`config.mk`:
```
export PLATFORM = sky130hd
export DESIGN_NAME = pal_cap_vst
export DESIGN_NICKNAME = d
export VERILOG_FILES = /design/src/rtl/pal_cap_vst.sv
export SDC_FILE = /design/constraint.sdc
export NUM_CORES = 1
export LEC_CHECK = 0
export CORE_MARGIN = 4
export CORE_UTILIZATION = 55
export CTS_BUF_LIST = sky130_fd_sc_hd__clkbuf_8
export CTS_CLUSTER_SIZE = 28
export DETAILED_ROUTE_END_ITERATION = 10
export PLACE_DENSITY = 0.72
export SETUP_SLACK_MARGIN = 0.3
export SYNTH_ARGS = -nofsm -noshare
export SYNTH_HDL_FRONTEND = slang
export SYNTH_SLANG_ARGS = --single-unit
```
`constraint.sdc`:
```
create_clock -name clk -period 6.15 [get_ports clk]
set_input_delay 1.845 -clock clk [delete_from_list [all_inputs] [get_ports clk]]
set_output_delay 1.845 -clock clk [all_outputs]
set_load 0.05 [all_outputs]
```
`src/rtl/pal_cap_vst.sv`:
```
// PAL capture front end: turns a digitised sync/blank/pixel stream into
// Avalon-ST Video packets (one field per packet) through a small output FIFO.
module pal_cap_vst #(
    parameter int DATA_WIDTH = 10,
    parameter int IM_WIDTH   = 720,
    parameter int IM_HEIGHT  = 288,
    parameter int VSYNC_MIN  = 200,
    parameter int FIFO_DEPTH = 16
) (
    input  logic                  clk,
    input  logic                  rst,
    input  logic [DATA_WIDTH-1:0] cap_data,
    input  logic                  cap_sync_n,
    input  logic                  cap_blank_n,
    output logic [DATA_WIDTH-1:0] dout_data,
    output logic                  dout_valid,
    input  logic                  dout_ready,
    output logic                  dout_startofpacket,
    output logic                  dout_endofpacket,
    output logic                  err_overflow,
    output logic                  err_short
);

    localparam int XW = $clog2(IM_WIDTH + 1);
    localparam int YW = (IM_HEIGHT > 1) ? $clog2(IM_HEIGHT) : 1;
    localparam int SW = $clog2(VSYNC_MIN + 1);
    localparam int AW = $clog2(FIFO_DEPTH);
    localparam int CW = AW + 1;
    localparam int EW = DATA_WIDTH + 2;

    localparam logic [XW-1:0] X_END  = XW'(IM_WIDTH);
    localparam logic [XW-1:0] X_LAST = XW'(IM_WIDTH - 1);
    localparam logic [YW-1:0] Y_LAST = YW'(IM_HEIGHT - 1);
    localparam logic [SW-1:0] S_MAX  = SW'(VSYNC_MIN);
    localparam logic [SW-1:0] S_PRE  = SW'(VSYNC_MIN - 1);
    localparam logic [CW-1:0] C_FULL = CW'(FIFO_DEPTH);
    localparam logic [CW-1:0] C_LIM  = CW'(FIFO_DEPTH - 1);

    typedef enum logic [2:0] {SEEK, HDR, ARMED, ACTIVE, DROP, CLOSE} state_t;

    state_t                state, state_next;
    logic [DATA_WIDTH-1:0] in_data, pix_data;
    logic                  in_sync_n, in_blank_n, prev_sync_n;
    logic                  pix_valid, hs_edge, vs_pulse, sync_low;
    logic [SW-1:0]         sync_cnt;
    logic [XW-1:0]         x;
    logic [YW-1:0]         y, y_inc;
    logic [EW-1:0]         mem [FIFO_DEPTH];
    logic [EW-1:0]         wr_word, head;
    logic [AW-1:0]         wr_ptr, rd_ptr;
    logic [CW-1:0]         count;
    logic                  wr, rd, full, room;
    logic                  counting, accept, last_pix, short_line;
    logic                  clr_cnt, set_short, set_ovf;

    always_ff @(posedge clk) begin
        if (rst) begin
            in_data    <= '0;
            in_sync_n  <= 1'b1;
            in_blank_n <= 1'b0;
        end else begin
            in_data    <= cap_data;
            in_sync_n  <= cap_sync_n;
            in_blank_n <= cap_blank_n;
        end
    end

    // Second stage: sync classification, all events aligned with the pixel they accompany.
    always_ff @(posedge clk) begin
        if (rst) begin
            sync_cnt    <= '0;
            vs_pulse    <= 1'b0;
            prev_sync_n <= 1'b1;
            hs_edge     <= 1'b0;
            pix_valid   <= 1'b0;
            pix_data    <= '0;
            sync_low    <= 1'b0;
        end else begin
            if (in_sync_n)
                sync_cnt <= '0;
            else if (sync_cnt != S_MAX)
                sync_cnt <= sync_cnt + 1'b1;
            vs_pulse    <= !in_sync_n && (sync_cnt == S_PRE);
            prev_sync_n <= in_sync_n;
            hs_edge     <= prev_sync_n && !in_sync_n;
            pix_valid   <= in_sync_n && in_blank_n;
            pix_data    <= in_data;
            sync_low    <= !in_sync_n;
        end
    end

    assign counting   = (state == ARMED) || (state == ACTIVE);
    assign accept     = counting && pix_valid && (x < X_END);
    assign last_pix   = (x == X_LAST) && (y == Y_LAST);
    assign short_line = counting && hs_edge && (x != '0) && (x < X_END);
    assign y_inc      = (y == Y_LAST) ? '0 : y + 1'b1;
    assign full       = (count == C_FULL);
    assign room       = (count < C_LIM);

    always_ff @(posedge clk) begin
        if (rst) state <= SEEK;
        else     state <= state_next;
    end

    always_comb begin
        state_next = state;
        wr         = 1'b0;
        wr_word    = '0;
        clr_cnt    = 1'b0;
        set_short  = 1'b0;
        set_ovf    = 1'b0;
        case (state)
            SEEK: if (vs_pulse) state_next = HDR;
            HDR: begin
                if (!full) begin
                    wr         = 1'b1;
                    wr_word    = {1'b1, 1'b0, {DATA_WIDTH{1'b0}}};
                    clr_cnt    = 1'b1;
                    state_next = ARMED;
                end
            end
            ARMED, ACTIVE: begin
                // Repeated broad pulses are only meaningful once pixels have started.
                if (state == ACTIVE && vs_pulse) begin
                    set_short  = 1'b1;
                    state_next = CLOSE;
                end else if (accept) begin
                    if (room) begin
                        wr         = 1'b1;
                        wr_word    = {1'b0, last_pix, pix_data};
                        state_next = last_pix ? SEEK : ACTIVE;
                    end else begin
                        set_ovf    = 1'b1;
                        state_next = DROP;
                    end
                end
            end
            DROP: if (!full) state_next = CLOSE;
            CLOSE: begin
                wr         = 1'b1;
                wr_word    = {1'b0, 1'b1, {DATA_WIDTH{1'b0}}};
                state_next = sync_low ? HDR : SEEK;
            end
            default: state_next = SEEK;
        endcase
    end

    always_ff @(posedge clk) begin
        if (rst) begin
            x            <= '0;
            y            <= '0;
            err_short    <= 1'b0;
            err_overflow <= 1'b0;
        end else begin
            if (clr_cnt) begin
                x <= '0;
                y <= '0;
            end else if (counting && hs_edge) begin
                x <= '0;
                if (short_line) y <= y_inc;
            end else if (accept) begin
                x <= x + 1'b1;
                if (x == X_LAST) y <= y_inc;
            end
            err_short    <= err_short | set_short | short_line;
            err_overflow <= err_overflow | set_ovf;
        end
    end

    // Pixels may fill only DEPTH-1 slots so a closing pad word always fits.
    assign rd = dout_valid && dout_ready;

    always_ff @(posedge clk) begin
        if (wr) mem[wr_ptr] <= wr_word;
    end

    always_ff @(posedge clk) begin
        if (rst) begin
            wr_ptr <= '0;
            rd_ptr <= '0;
            count  <= '0;
        end else begin
            if (wr) wr_ptr <= wr_ptr + 1'b1;
            if (rd) rd_ptr <= rd_ptr + 1'b1;
            case ({wr, rd})
                2'b10:   count <= count + 1'b1;
                2'b01:   count <= count - 1'b1;
                default: count <= count;
            endcase
        end
    end

    assign head               = mem[rd_ptr];
    assign dout_valid         = (count != '0);
    assign dout_data          = dout_valid ? head[DATA_WIDTH-1:0] : '0;
    assign dout_startofpacket = dout_valid && head[EW-1];
    assign dout_endofpacket   = dout_valid && head[EW-2];

endmodule

```
==> qor.csv <==
stage,metric,value,unit
status,outcome,completed,
global_routing,met3 global-route usage,3.34,%
clock_network,worst skew pair latency,0.53,ns
sta,Worst Skew,0.0171,ns
routing,via count,6072,
synth,share of synthesized registers carrying an async set or reset,0,%
clock_network,Hold Buf Count CTS,0,
clock_network,root buf cell,clkbuf_8,
global_routing,vias in the first global route,6167,
routing,WL/cell,20.7,µm
die,die height,148,µm
synth,top-count cell post-synth,edfxtp_1,
worst_hold_path,hold depth,2,
synth,Main synth FF type,edfxtp_1,
synth,synth top area cells,"edfxtp_1 53%, dfxtp_1 14%, mux4_2 13%",
routing,Post-DRT Antenna Nets,0,
power_and_ir_drop,Total Power,4.20,mW
routing,drt drc,0,
sta,Worst slew margin,28.0,%
global_routing,first-pass GRT wire length,33.8,mm
die,Die Wd,148,µm
die,Die ar.,0.0219,mm²
clock_network,CTS tree,yes,
worst_setup_path,arrival time worst endpoint,3.50,ns
synth,sequential cell area fraction in the yosys report,67.6,%
synth,number of library cell types mapped by synthesis,58,
clock_network,CTS H-tree depth,2,
placement,HPWL Detailed,12.9,mm
sta,final setup fails,0,
sta,min setup slack post-route,0.800,ns
layout,filler instances,1361,
layout,Nets,771,
die,num ports,30,
sta,measured slew at the worst slew-check pin,1.08,ns
worst_setup_path,CP Max Fanout,30,
global_routing,gr usage total,19.9,%
sta,setup TNS,0,ns
worst_setup_path,Crit Path Class,register to output pin,
sta,Fmax,187,MHz
layout,area grow syn2layout,13.6,%
worst_setup_path,reg2reg path depth,10,
synth,synthesized area,0.0108,mm²
synth,Compound-Gate Fraction of Synth Area,3.74,%
sta,RSZ-0062 raised after global routing,false,
power_and_ir_drop,Leak,4.18,nW
die,Core Region,0.0190,mm²
global_routing,initial antenna violation count,0,
worst_setup_path,worst path required time,4.30,ns
synth,syn_nets,718,
worst_hold_path,Hold Path Class,register to register,
synth,Syn Area/Cell,15.6,µm²
clock_network,Setup Buffers After CTS,0,
power_and_ir_drop,PD cells,343,mW/mm²
global_routing,met2 Use GR,33.2,%
routing,Starting DRT DRC Count,519,
clock_network,"CTS clk-pin slew, worst paths",0.06,ns
synth,post-synthesis cell type with the largest combined area,edfxtp_1,
worst_setup_path,CP Capture Type,output pin,
synth,number of synthesized flops with an enable pin,192,
placement,pre-CTS setup slack,1.27,ns
placement,IO Port Bufs,29,
routing,TritonRoute pass-1 iters,5,
flow_run,Max Cap Viol,0,
clock_network,TritonCTS Buffers,43,
synth,Synth Area in Adders,1.62,%
synth,mux contribution to synthesized area,13.1,%
die,num rows,50,
synth,largest family of logic cells by synthesized area,multiplexers,
sta,Hold Fails Final Rpt,0,
synth,Post-Synth Simple-Gate Area,10.1,%
routing,vias per std cell,5.86,
synth,Seq cells post-synth,268,
sta,Slew Limit Fails,0,
synth,Post-synth top cells,"192 x edfxtp_1, 76 x dfxtp_1, 60 x mux4_2, 48 x nor2_1, 26 x nand2_1",
synth,Yosys warnings,0,
sta,fin crit share,87.0,%
global_routing,grt met1 use,28.0,%
clock_network,Longest Clk Path Bufs,3,
layout,layout cells sized above 1,19.4,%
power_and_ir_drop,Max VDD drop,182,µV
sta,final hold slack,0.421,ns
clock_network,Sink Count,268,
sta,min Tclk post-route,5.35,ns
layout,# diodes,0,
global_routing,GRT overflow,0,
layout,Register Area,0.00729,mm²
global_routing,largest net degree at the start of global routing,31,
routing,Total Wirelength,21.5,mm
worst_setup_path,CP Launch Type,register,
layout,multi-input logic area,0.00333,mm²
clock_network,post-cts gate resize count,0,
synth,Synth top area share,53.5,%
synth,XOR/XNOR Fraction of Synth Area,1.79,%
die,Initial Utilization,56.7,%
placement,final RePlAce weighted congestion,0.858,
global_routing,busiest grt layer,met2,
synth,Cells after Synth,689,
==> layout make-up <==
type                    count  area share (%)
clock inverters            31            1.27
multi-input cells         366            27.2
well taps                 260            2.66
flip-flops and latches    268            59.5
inverters                  20           0.613
clock buffers              49            5.51
repair buffers             43            3.23
==> sequential cells by signal, summed over array words and instances (netlist names), named ones only <==
name	count
mem	192
in_data	10
pix_data	10
x	10
y	9
sync_cnt	8
count	5
rd_ptr	4
wr_ptr	4
state	3
err_overflow	1
err_short	1
hs_edge	1
in_blank_n	1
in_sync_n	1
pix_valid	1
prev_sync_n	1
sync_low	1
vs_pulse	1
==> worst max-delay path, cell delays in order (launching register included) <==
cell	delay, ns
dfxtp_4	0.74
buf_4	0.36
mux4_2	0.53
mux4_2	0.47
and2_1	0.17
clkdlybuf4s50_1	0.70
==> metal layers <==
layer / vias to the layer above / part of all wire [%]
met1: 3079 / 42
met3: 22 / 6.3
li1: 2752 / -
met4: 0 / 1.1
met5: - / 0
met2: 219 / 51
==> through the flow <==
step	area, µm²	util (%)	cells
floorplan	10800	-	689
global placement	11400	60.0	957
detailed placement	11400	60.0	957
CTS	12200	64.4	1037
global route	12200	64.4	1037
finish	12200	64.4	1037
==> logic make-up after synthesis <==
group,Yosys count
mux,66
flops,268
compound gates,60
xor+xnor,22
fa+ha+maj,14
buf+inv,55
simple gates,204
==> layout by cell type, fill, tap and decap left out, drive strengths merged, types with 7 or more instances in the layout <==
cell	Yosys	layout
clkbuf	24	49
inv	20	39
nor2	48	48
nor3	9	9
clkdlybuf4s50	0	29
nand3	21	21
nor4	7	7
xor2	16	16
buf	11	14
ha	14	14
mux4	60	60
clkinv	0	10
and3	12	12
o21ai	13	13
or3	9	9
edfxtp	192	192
nor2b	24	24
dfxtp	76	76
and2	25	25
a21oi	16	16
nand2	26	26
==> where the power goes <==
group | switching (mW) | internal (mW)
clock | 0.662 | 0.772
sequential | 0.0727 | 1.95
combinational | 0.428 | 0.315
total | 1.16 | 3.04
==> worst paths after layout <==
check / slack, ns / to / from
worst max register to register: 2.26 / count[4] / count[1]
worst min-delay path: 0.42 / pix_valid / in_blank_n
worst min register to register: 0.42 / pix_valid / in_blank_n
worst max-delay path: 0.80 / dout_data[6] / register
Power figures use the tool's default switching activity.
